<file path="src/rtl/grayscale_pkg.sv">
// Shared constants and types for the packed RGB565-to-grayscale instruction.
// Luma weights, field widths and the FSM state type.
package grayscale_pkg;

  localparam int R_W = 5;
  localparam int G_W = 6;
  localparam int B_W = 5;
  localparam int PIX_W = R_W + G_W + B_W;
  localparam int GRAY_W = 8;
  localparam int ACC_W = 16;

  localparam logic [ACC_W-1:0] GRAY_W_R = 16'd54;
  localparam logic [ACC_W-1:0] GRAY_W_G = 16'd183;
  localparam logic [ACC_W-1:0] GRAY_W_B = 16'd19;
  localparam int GRAY_SHIFT = 8;

  typedef enum logic {
    IDLE,
    BUSY
  } state_t;

  typedef logic [1:0] idx_t;

endpackage

</file>
<file path="src/rtl/rgb565_to_gray.sv">
// Combinational RGB565 to 8-bit grayscale converter.
// Channels are expanded to 8 bits, weighted, summed and truncated.
module rgb565_to_gray
  import grayscale_pkg::*;
(
  input  logic [PIX_W-1:0]  pixel,
  output logic [GRAY_W-1:0] gray
);

  logic [R_W-1:0] r5;
  logic [G_W-1:0] g6;
  logic [B_W-1:0] b5;
  logic [7:0] r8;
  logic [7:0] g8;
  logic [7:0] b8;
  logic [ACC_W-1:0] acc;

  assign r5 = pixel[15:11];
  assign g6 = pixel[10:5];
  assign b5 = pixel[4:0];

  assign r8 = {r5, r5[4:2]};
  assign g8 = {g6, g6[5:4]};
  assign b8 = {b5, b5[4:2]};

  // Peak is 255*256, so the 16-bit sum never wraps.
  assign acc = GRAY_W_R * {8'd0, r8}
             + GRAY_W_G * {8'd0, g8}
             + GRAY_W_B * {8'd0, b8};

  assign gray = acc[GRAY_SHIFT +: GRAY_W];

endmodule

</file>
<file path="src/rtl/grayscale_pack_ise.sv">
// Four-pixel RGB565 to packed grayscale custom instruction, one pixel/cycle.
// GRAYSCALE_PACK_BIG_ENDIAN_EN places pixel0 in the MSB lane.
module grayscale_pack_ise
  import grayscale_pkg::*;
#(
  parameter logic [7:0] customInstructionId = 8'd0
) (
  input  logic        clock,
  input  logic        nReset,
  input  logic        start,
  input  logic [7:0]  iseId,
  input  logic [31:0] valueA,
  input  logic [31:0] valueB,
  output logic        done,
  output logic [31:0] result
);

  state_t state_q;
  state_t state_d;
  idx_t   idx_q;
  idx_t   lane;
  logic [31:0] op_a_q;
  logic [31:0] op_b_q;
  logic [31:0] pack_q;
  logic [31:0] pack_d;
  logic [PIX_W-1:0] pix;
  logic [GRAY_W-1:0] gray;
  logic accept;
  logic last;
  logic done_q;
  logic [31:0] result_q;

  assign accept = (state_q == IDLE) && start
                && (iseId == customInstructionId);
  assign last = (state_q == BUSY) && (idx_q == 2'd3);

  always_comb begin
    pix = op_a_q[15:0];
    unique case (idx_q)
      2'd0: pix = op_a_q[15:0];
      2'd1: pix = op_a_q[31:16];
      2'd2: pix = op_b_q[15:0];
      2'd3: pix = op_b_q[31:16];
      default: pix = op_a_q[15:0];
    endcase
  end

  rgb565_to_gray u_conv (
    .pixel (pix),
    .gray  (gray)
  );

`ifdef GRAYSCALE_PACK_BIG_ENDIAN_EN
  assign lane = ~idx_q;
`else
  assign lane = idx_q;
`endif

  always_comb begin
    pack_d = pack_q;
    pack_d[{lane, 3'b000} +: 8] = gray;
  end

  always_comb begin
    state_d = state_q;
    unique case (state_q)
      IDLE: if (accept) state_d = BUSY;
      BUSY: if (last) state_d = IDLE;
      default: state_d = IDLE;
    endcase
  end

  always_ff @(posedge clock or negedge nReset) begin
    if (!nReset) begin
      state_q <= IDLE;
    end else begin
      state_q <= state_d;
    end
  end

  always_ff @(posedge clock or negedge nReset) begin
    if (!nReset) begin
      idx_q  <= '0;
      op_a_q <= '0;
      op_b_q <= '0;
      pack_q <= '0;
    end else if (accept) begin
      idx_q  <= '0;
      op_a_q <= valueA;
      op_b_q <= valueB;
      pack_q <= '0;
    end else if (state_q == BUSY) begin
      idx_q  <= idx_q + 2'd1;
      pack_q <= pack_d;
    end
  end

  // Result is only non-zero during the single done cycle.
  always_ff @(posedge clock or negedge nReset) begin
    if (!nReset) begin
      done_q   <= 1'b0;
      result_q <= '0;
    end else if (last) begin
      done_q   <= 1'b1;
      result_q <= pack_d;
    end else begin
      done_q   <= 1'b0;
      result_q <= '0;
    end
  end

  assign done   = done_q;
  assign result = result_q;

endmodule

</file>
<file path="config.mk">
export PLATFORM = sky130hd
export DESIGN_NAME = grayscale_pack_ise
export DESIGN_NICKNAME = d
export VERILOG_FILES = /design/src/rtl/grayscale_pkg.sv /design/src/rtl/rgb565_to_gray.sv /design/src/rtl/grayscale_pack_ise.sv
export SDC_FILE = /design/constraint.sdc
export NUM_CORES = 1
export LEC_CHECK = 0
export CORE_ASPECT_RATIO = 1.75
export CORE_UTILIZATION = 61
export CTS_CLUSTER_DIAMETER = 40
export DETAILED_ROUTE_END_ITERATION = 6
export PLACE_DENSITY = 0.88
export SYNTH_ARGS = -nofsm -noshare
export SYNTH_HDL_FRONTEND = slang
export SYNTH_SLANG_ARGS = --single-unit
</file>
<file path="constraint.sdc">
create_clock -name clock -period 10 [get_ports clock]
set_input_delay 2.5 -clock clock [delete_from_list [all_inputs] [get_ports clock]]
set_output_delay 2.5 -clock clock [all_outputs]
set_load 0.02 [all_outputs]
</file>
==> results.py, run 1 <==
metrics = {
    "sta": {
        "fin_crit_sh_pct": 78.50,
        "rsz0062_at_grt": "no",
        "worst_slew_pin_slew_ns": 1.047,
        "report.final.slew_viol_count": 0,
        "setup_violations": 0,
        "clock.fmax_ghz": 0.1274,
        "period_needed_ns": 7.850,
        "final.setup.tns_ns": 0,
        "skew_ns": 0.008464,
        "max-slew-margin-rel_pct": 30.19,
        "finalHoldViolCount": 0,
    },
    "critical_path": {
        "ff2ff_path_depth": 23,
        "path_depth": 23,
        "slowest_delay_ns": 0.68,
        "crit_arrival_ns": 8.12,
        "path_cells": "inv_1, ha_1, inv_1, nand2_1, o21ai_1, ha_1, ha_1, or2_2, fa_1, fa_1, fa_1, fa_1, inv_1, fa_1, inv_1, ha_1, a21o_1, a31o_2, a21oi_1, o21ai_1, a21oi_2, xor2_2, o21ai_0",
        "start_kind": "flip-flop",
        "crit_path_frequent_cell": "fa_1",
        "slowest_stage": "inv_1",
        "crit_fanout": 31,
        "reg2reg_setup_slack_ns": 2.15,
        "path_buf_inv": 4,
        "cp.required_ns": 10.27,
        "endpoint_kind": "flip-flop",
        "cp_top_family": "adder cells",
        "worstSetupPathType": "flip-flop to flip-flop",
    },
    "grt": {
        "grt_pass1_wl_um": 34310,
        "antenna_found_initial": 1,
        "track_usage_pct": 31.90,
        "top_usage_layer": "met2",
        "met1_usage_pct": 31.99,
        "grt_start_max_net_pins": 82,
        "met2_usage_pct": 59.61,
        "grt_overflow": 0,
        "met3_usage_pct": 5.539,
        "first_global_vias": 6951,
    },
    "synth": {
        "synth-edff-count": 0,
        "synth_cells": 764,
        "yosysSeqAreaShare_pct": 37.15,
        "ys_types": 55,
        "synth_adder_area_share_pct": 26.10,
        "synth.top_cell.area_share_pct": 37.15,
        "synth_top_cell_by_area": "dfrtp_1",
        "syn_area_per_cell_sq_um": 10.93,
        "syn_nets": 979,
        "ys_ff_latch": 124,
        "yosys.area_share.simple_pct": 8.330,
        "asyncSetResetFlopFracSynth_pct": 100.0,
        "synth_top_family_by_area": "adder cells",
        "synthFlopType": "dfrtp_1",
        "synth_warnings": 0,
        "synthTopCellsByArea": "dfrtp_1 37%, fa_1 14%, ha_1 12%",
        "syn_area_sq_mm": 0.008352,
        "synth-xor-area-share_pct": 2.187,
        "synth-compound-area-share_pct": 11.13,
        "synthMuxAreaShare_pct": 8.884,
    },
    "clock_tree": {
        "numCtsBuffers": 17,
        "postCtsSetupRepairBufs": 0,
        "cts_root_buffer": "clkbuf_16",
        "clock_path_buffers": 2,
        "holdBufCountCts": 0,
        "clock_latency_ns": 0.42,
        "clk_pin_slew_ns": 0.06,
        "cts.sink_count": 124,
        "cts_tree": "yes",
        "h-tree-depth": 4,
        "cts_resized": 0,
    },
    "die": {
        "initial_core_util_pct": 62.41,
        "die-area_sq_mm": 0.01418,
        "core_area_sq_mm": 0.01338,
        "top_level_ports": 108,
        "die_w_um": 90.45,
        "rows": 56,
        "die_h_um": 156.8,
    },
    "drt": {
        "drcViolationCount": 2,
        "ant_nets": 0,
        "drtPass1Iterations": 7,
        "via_per_inst": 6.017,
        "dr.first_iter.drc_count": 480,
        "wire_per_inst_um": 20.38,
        "vias": 6360,
        "routed_wl_um": 21540,
    },
    "cells_and_area": {
        "layout_common_cells": "124 x dfrtp_1, 111 x inv_1, 106 x clkdlybuf4s50_1",
        "area_growth_pct": 21.63,
        "final_common_cell": "dfrtp_1",
        "nets": 1084,
        "drive_above_1_share_pct": 13.04,
        "instances_no_fill": 1057,
    },
    "placement": {
        "port_buffers": 107,
        "dp_hpwl_um": 16160,
        "dp_cells": 1024,
        "gp_congestion": 0.9525,
    },
    "status": {
        "violations": "design-rule violations",
        "outcome": "complete, but fails checks",
    },
    "worst_hold_path": {
        "hold_depth": 2,
        "hp-class": "flip-flop to flip-flop",
    },
    "run": {
        "cap_violations": 0,
    },
}
[routing by layer]
layer,part of all wire (%),routed length [um]
met3,4.9,1060
met2,56,11960
met5,0,0
met1,33,7141
met4,6.4,1380
[cell usage after synthesis (all sizes together) (2+ instances only)]
cell,instances
or2,3
xnor2,7
a222oi,14
ha,83
nor3,6
nor2,40
and2,3
inv,111
o31ai,3
mux2,65
a22oi,3
a31o,2
and4,2
and3,3
xor2,13
o21a,2
clkbuf,22
dfrtp,124
o21ai,40
nand3,8
a21o,7
a22o,9
nand3b,16
a21oi,36
nand2,38
nor4,2
fa,57
nor2b,11
buf,5
o211ai,4
nand4,4
a21boi,3
[stage by stage]
| step | hold slack [ns] | util, % | setup WS [ns] | instance area, sq um |
|---|---|---|---|---|
| finish | 0.4894 | 75.91 | 2.150 | 10160 |
| global route | 0.5043 | 75.91 | 1.798 | 10160 |
| CTS | 0.4888 | 75.89 | 2.275 | 10160 |
| detailed placement | 0.4699 | 71.59 | 2.399 | 9580 |
| global placement | 0.4607 | 71.59 | 2.580 | 9580 |
| floorplan | 0.4500 | - | 3.177 | 8352 |
[cell type report]
class	count	area [sq um]
Multi-Input combinational cell	502	4730
Fill cell	881	3224
Sequential cell	124	3103
Timing Repair Buffer	113	1114
Clock buffer	18	439.2
Inverter	111	416.7
Tap cell	174	217.7
Clock inverter	14	136.4
Antenna cell	1	2.502
[state kept, by name, summed over array words and instances (netlist names)]
| signal | count |
|---|---|
| op_a_q | 32 |
| op_b_q | 32 |
| result | 32 |
| pack_q | 24 |
| idx_q | 2 |
| done | 1 |
| state_q | 1 |
[path summary, 6_finish.rpt]
path / end / startpoint
worst max-delay path: pack_q[3]$_DFFE_PN0P_ / idx_q[0]$_DFFE_PN0P_
worst min-delay path: pack_q[23]$_DFFE_PN0P_ / pack_q[23]$_DFFE_PN0P_
worst max register to register: pack_q[3]$_DFFE_PN0P_ / idx_q[0]$_DFFE_PN0P_
max in group asynchronous: pack_q[14]$_DFFE_PN0P_ / nReset
min in group asynchronous: op_b_q[6]$_DFFE_PN0P_ / nReset
worst min register to register: pack_q[23]$_DFFE_PN0P_ / pack_q[23]$_DFFE_PN0P_
[cell families (layout without fill, tap and decap cells)]
logic type | after synthesis | after routing
XOR/XNOR | 20 | 20
multiplexers | 66 | 66
AND/OR/NAND/NOR | 140 | 140
other | 0 | 1
AO/OA/AOI/OAI | 136 | 136
adder cells (fa/ha/maj) | 140 | 140
flip-flops | 124 | 124
buffers and inverters | 138 | 256
[tightest hold or removal path, delay by kind of cell, from the launching register on]
family | cells | cell delay [ns]
flip-flops | 1 | 0.34
AND/OR/NAND/NOR | 1 | 0.05
AO/OA/AOI/OAI | 1 | 0.06
Power of run 1 is left out: the tool's default activity adds up to more than one toggle a clock period on the data nets, which glitch-free logic cannot reach.
==> run 2, diff against run 1 <==
--- a/config.mk
+++ b/config.mk
@@ -6,10 +6,10 @@
 export NUM_CORES = 1
 export LEC_CHECK = 0
 export CORE_ASPECT_RATIO = 1.75
-export CORE_UTILIZATION = 61
+export CORE_UTILIZATION = 51
 export CTS_CLUSTER_DIAMETER = 40
 export DETAILED_ROUTE_END_ITERATION = 6
-export PLACE_DENSITY = 0.88
+export PLACE_DENSITY = 0.78
 export SYNTH_ARGS = -nofsm -noshare
 export SYNTH_HDL_FRONTEND = slang
 export SYNTH_SLANG_ARGS = --single-unit
==> constraint.sdc (replaced) <==
create_clock -name clock -period 6.85 [get_ports clock]
set_input_delay 1.7125 -clock clock [delete_from_list [all_inputs] [get_ports clock]]
set_output_delay 1.7125 -clock clock [all_outputs]
set_load 0.02 [all_outputs]
==> results.py, run 2 (same netlist as run 1, synthesis figures left out) <==
metrics = {
    "drt": {
        "met3_length_um": 954,
        "drcViolationCount": 0,
        "vias": 6425,
        "drtPass1Iterations": 6,
        "wl_met2_um": 12180,
        "via_per_inst": 5.706,
        "wire_per_inst_um": 19.33,
        "met1_length_um": 7184,
        "dr.first_iter.drc_count": 435,
        "ant_nets": 0,
        "top_layer": "met4",
        "routed_wl_um": 21760,
    },
    "sta": {
        "report.final.slew_viol_count": 0,
        "clock.fmax_ghz": 0.1500,
        "fin_ws_ns": 0.1825,
        "worst_slew_pin_slew_ns": 0.8846,
        "whs_ns": 0.4772,
        "skew_ns": 0.01535,
        "max-slew-margin-rel_pct": 40.87,
        "finalHoldViolCount": 0,
        "final.setup.tns_ns": 0,
        "fin_crit_sh_pct": 97.34,
        "setup_violations": 0,
        "period_needed_ns": 6.668,
    },
    "critical_path": {
        "start_kind": "flip-flop",
        "reg2reg_setup_slack_ns": 0.18,
        "cp.required_ns": 7.18,
        "r2r_end": "pack_q[4]$_DFFE_PN0P_",
        "slowest_stage": "fa_1",
        "slowest_delay_ns": 0.56,
        "crit_fanout": 16,
        "worstSetupPathType": "flip-flop to flip-flop",
        "r2r_start": "idx_q[1]$_DFFE_PN0P_",
        "crit_arrival_ns": 7.00,
        "endpoint_kind": "flip-flop",
        "ff2ff_path_depth": 27,
    },
    "run": {
        "cap_violations": 0,
    },
    "clock_tree": {
        "clock_path_buffers": 2,
        "numCtsBuffers": 17,
        "cts_tree": "yes",
        "clk_pin_slew_ns": 0.06,
        "clock_latency_ns": 0.42,
        "cts.sink_count": 124,
        "holdBufCountCts": 0,
        "cts_root_buffer": "clkbuf_16",
        "h-tree-depth": 4,
    },
    "die": {
        "die_h_um": 171.3,
        "die-area_sq_mm": 0.01691,
        "top_level_ports": 108,
        "core_area_sq_mm": 0.01595,
        "die_w_um": 98.74,
        "initial_core_util_pct": 52.36,
        "rows": 61,
    },
    "placement": {
        "gp_congestion": 0.9780,
        "dp_cells": 1085,
        "port_buffers": 107,
        "post-place-ws_ns": -0.1229,
        "dp_hpwl_um": 16480,
    },
    "cells_and_area": {
        "instances_no_fill": 1126,
        "nFillCells": 1124,
        "final_common_cell": "dfrtp_1",
        "drive_above_1_share_pct": 21.58,
        "layout_common_cells": "123 x dfrtp_1, 108 x inv_1, 106 x clkdlybuf4s50_1",
        "nets": 1138,
        "area_growth_pct": 29.59,
    },
    "grt": {
        "grt_overflow": 0,
        "grt_start_max_net_pins": 74,
        "antenna_found_initial": 1,
        "track_usage_pct": 26.17,
        "first_global_vias": 6697,
        "grt_pass1_wl_um": 33240,
    },
    "worst_hold_path": {
        "hold_start": "pack_q[22]$_DFFE_PN0P_",
        "hp-class": "flip-flop to flip-flop",
        "min_to": "pack_q[22]$_DFFE_PN0P_",
        "hold_depth": 2,
    },
    "status": {
        "outcome": "finished, final reports clean",
    },
}
[run 2: worst max path at each step]
| stage | from | to | slack (ns) |
|---|---|---|---|
| after floorplan | idx_q[0]$_DFFE_PN0P_ | pack_q[21]$_DFFE_PN0P_ | 0.03 |
| final | idx_q[1]$_DFFE_PN0P_ | pack_q[4]$_DFFE_PN0P_ | 0.18 |
| after detailed placement | idx_q[0]$_DFFE_PN0P_ | pack_q[5]$_DFFE_PN0P_ | -0.12 |
| after global routing | idx_q[0]$_DFFE_PN0P_ | result[12]$_DFF_PN0_ | -0.07 |
| after global placement | idx_q[0]$_DFFE_PN0P_ | result[11]$_DFF_PN0_ | 0.03 |
| after CTS | idx_q[0]$_DFFE_PN0P_ | result[20]$_DFF_PN0_ | 0.03 |
[run 2: metrics by stage]
stage / cell area [sq um] / util (%)
6_report: 10820 / 67.85
4_1_cts: 10610 / 66.53
3_3_place_gp: 9951 / 62.38
2_1_floorplan: 8352 / -
5_1_grt: 10820 / 67.85
3_5_place_dp: 9951 / 62.38
[run 2: repair_timing]
action                                  in CTS  in global routing
cloned                                       0                  1
buffers inserted                             1                  6
pin swaps                                    6                 21
endpoints found under the setup margin      33                 51
gates resized for setup                     10                 42
hold endpoints to repair                     0                  0
[run 2: layout make-up]
| type | count | area (sq um) | area share [%] |
|---|---|---|---|
| Clock buffer | 18 | 429.2 | 3.965 |
| Antenna cell | 1 | 2.502 | 0.02312 |
| Clock inverter | 14 | 186.4 | 1.723 |
| Sequential cell | 124 | 3104 | 28.68 |
| Timing Repair inverter | 1 | 7.507 | 0.06936 |
| Timing Repair Buffer | 166 | 1511 | 13.97 |
| Multi-Input combinational cell | 502 | 4925 | 45.50 |
| Inverter | 111 | 420.4 | 3.884 |
| Tap cell | 189 | 236.5 | 2.185 |
[run 2: metal layers]
layer  vias to the layer above  global-route usage (%)
li1                       2919                       -
met1                      3182                   25.57
met2                       232                   50.18
met3                        92                   5.039
met4                         0                   15.96
met5                         -                       0
[run 2: worst max-delay path: cells and delay by family (launching register included)]
kind                     cells  cell delay [ns]
buffers and inverters        9             1.09
AND/OR/NAND/NOR              2             0.40
adder cells (fa/ha/maj)      8             3.04
flip-flops                   1             0.46
XOR/XNOR                     1             0.16
AO/OA/AOI/OAI                7             1.41
Power of run 2 is left out for the same reason.
==> run 3, diff against run 2 <==
--- a/config.mk
+++ b/config.mk
@@ -6,6 +6,7 @@
 export NUM_CORES = 1
 export LEC_CHECK = 0
 export CORE_ASPECT_RATIO = 1.75
+export CORE_MARGIN = 2
 export CORE_UTILIZATION = 51
 export CTS_CLUSTER_DIAMETER = 40
 export DETAILED_ROUTE_END_ITERATION = 6
==> results.py, run 3 (same netlist as run 1, synthesis figures left out) <==
metrics = {
    "critical_path": {
        "endpoint_kind": "flip-flop",
        "critPathLaunch": "idx_q[0]$_DFFE_PN0P_",
        "slowest_delay_ns": 0.52,
        "r2r_start": "idx_q[0]$_DFFE_PN0P_",
        "ff2ff_path_depth": 26,
        "worstSetupPathType": "flip-flop to flip-flop",
        "slowest_stage": "fa_1",
        "cp.required_ns": 7.18,
        "crit_fanout": 8,
        "start_kind": "flip-flop",
        "crit_arrival_ns": 6.98,
    },
    "cells_and_area": {
        "final_common_cell": "dfrtp_1",
        "diodes": 0,
        "nets": 1132,
        "area_growth_pct": 28.31,
        "finish.utilization_pct": 67.18,
        "drive_above_1_share_pct": 20.75,
        "nFillCells": 1176,
        "layout_common_cells": "123 x dfrtp_1, 107 x inv_1, 106 x clkdlybuf4s50_1",
    },
    "drt": {
        "wire_per_inst_um": 19.27,
        "routed_wl_um": 21570,
        "vias": 6315,
        "dr.first_iter.drc_count": 337,
        "drcViolationCount": 0,
        "drtPass1Iterations": 6,
        "ant_nets": 0,
        "via_per_inst": 5.643,
    },
    "sta": {
        "fin_crit_sh_pct": 97.04,
        "report.final.slew_viol_count": 0,
        "skew_ns": 0.009335,
        "fin_ws_ns": 0.2030,
        "setup_violations": 0,
        "max-slew-margin-rel_pct": 31.78,
        "finalHoldViolCount": 0,
        "worst_slew_pin_slew_ns": 1.016,
        "period_needed_ns": 6.647,
        "clock.fmax_ghz": 0.1504,
    },
    "placement": {
        "port_buffers": 107,
        "dp_hpwl_um": 16390,
        "post-place-ws_ns": -0.06545,
        "gp_congestion": 0.9735,
    },
    "clock_tree": {
        "clock_path_buffers": 2,
        "h-tree-depth": 4,
        "cts_tree": "yes",
        "numCtsBuffers": 17,
        "clock_latency_ns": 0.41,
        "holdBufCountCts": 0,
        "clk_pin_slew_ns": 0.06,
        "cts_root_buffer": "clkbuf_16",
        "cts.sink_count": 124,
    },
    "die": {
        "top_level_ports": 108,
        "initial_core_util_pct": 52.36,
        "rows": 61,
        "die-area_sq_mm": 0.01746,
        "die_w_um": 100.7,
        "die_h_um": 173.3,
        "core_area_sq_mm": 0.01595,
    },
    "grt": {
        "track_usage_pct": 25.46,
        "grt_pass1_wl_um": 34170,
        "met1_usage_pct": 27.90,
        "met3_usage_pct": 3.710,
        "first_global_vias": 6705,
        "antenna_found_initial": 0,
        "met2_usage_pct": 47.17,
        "grt_start_max_net_pins": 66,
        "grt_overflow": 0,
        "top_usage_layer": "met2",
    },
    "worst_hold_path": {
        "hp-class": "flip-flop to flip-flop",
        "hold_depth": 2,
        "hold_start": "pack_q[4]$_DFFE_PN0P_",
    },
    "run": {
        "cap_violations": 0,
    },
    "status": {
        "outcome": "finished, final reports clean",
    },
}
[run 3: cell count changes in the layout (fill, tap and decap cells not counted), moves of 2 or more]
| cell | delta |
|---|---|
| buf_4 | -6 |
| o21ai_0 | +4 |
| o31ai_1 | -3 |
| o31ai_2 | +3 |
| a21oi_4 | -2 |
| ha_1 | +2 |
| o21ai_2 | -2 |
[run 3: final timing paths]
check	end	slack, ns
max in group asynchronous	idx_q[1]$_DFFE_PN0P_	4.18
worst min-delay path	pack_q[4]$_DFFE_PN0P_	0.48
worst min register to register	pack_q[4]$_DFFE_PN0P_	0.48
worst max register to register	result[15]$_DFF_PN0_	0.20
worst max-delay path	result[15]$_DFF_PN0_	0.20
min in group asynchronous	op_a_q[29]$_DFFE_PN0P_	1.37
[run 3: timing repair]
item / 4_1_cts / 5_1_grt
buffers inserted: 2 / 6
pin swaps: 3 / 19
setup endpoints to repair: 37 / 50
resized for setup: 0 / 42
[run 3: worst max-delay path, delay by kind of cell (launching register included)]
kind,cells,cell delay [ns]
adders and majority gates,9,3.37
AOI/OAI and AO/OA,6,1.40
buffers and inverters,8,0.86
and+or+nand+nor,3,0.56
DFF,1,0.38
[run 3: final cells by class]
type	count	area (sq um)	share of cell area, %
clock buffer	18	429.2	4.005
tap	189	236.5	2.207
sequential	124	3104	28.97
multi-input combinational	502	4878	45.52
inverter	111	420.4	3.923
timing repair buffer	161	1486	13.87
clock inverter	14	161.4	1.506
[run 3: layer usage]
metal / routed length, um / vias up / share of wire, %
li1: - / 2912 / -
met3: 757 / 51 / 3.5
met4: 822 / 0 / 3.8
met1: 7568 / 3172 / 35
met2: 12420 / 180 / 58
met5: 0 / - / 0
[run 3: per-stage QoR]
| stage | cells | hold WS (ns) | TNS (ns) | area, sq um |
|---|---|---|---|---|
| finish | 1119 | 0.4840 | 0 | 10720 |
| global route | 1119 | 0.5038 | -0.3328 | 10720 |
| CTS | 1114 | 0.4837 | -0.01281 | 10510 |
| detailed placement | 1080 | 0.4710 | -0.6003 | 9907 |
| global placement | 1080 | 0.4622 | 0 | 9907 |
| floorplan | 764 | 0.4500 | 0 | 8352 |
Power of run 3 is left out for the same reason.
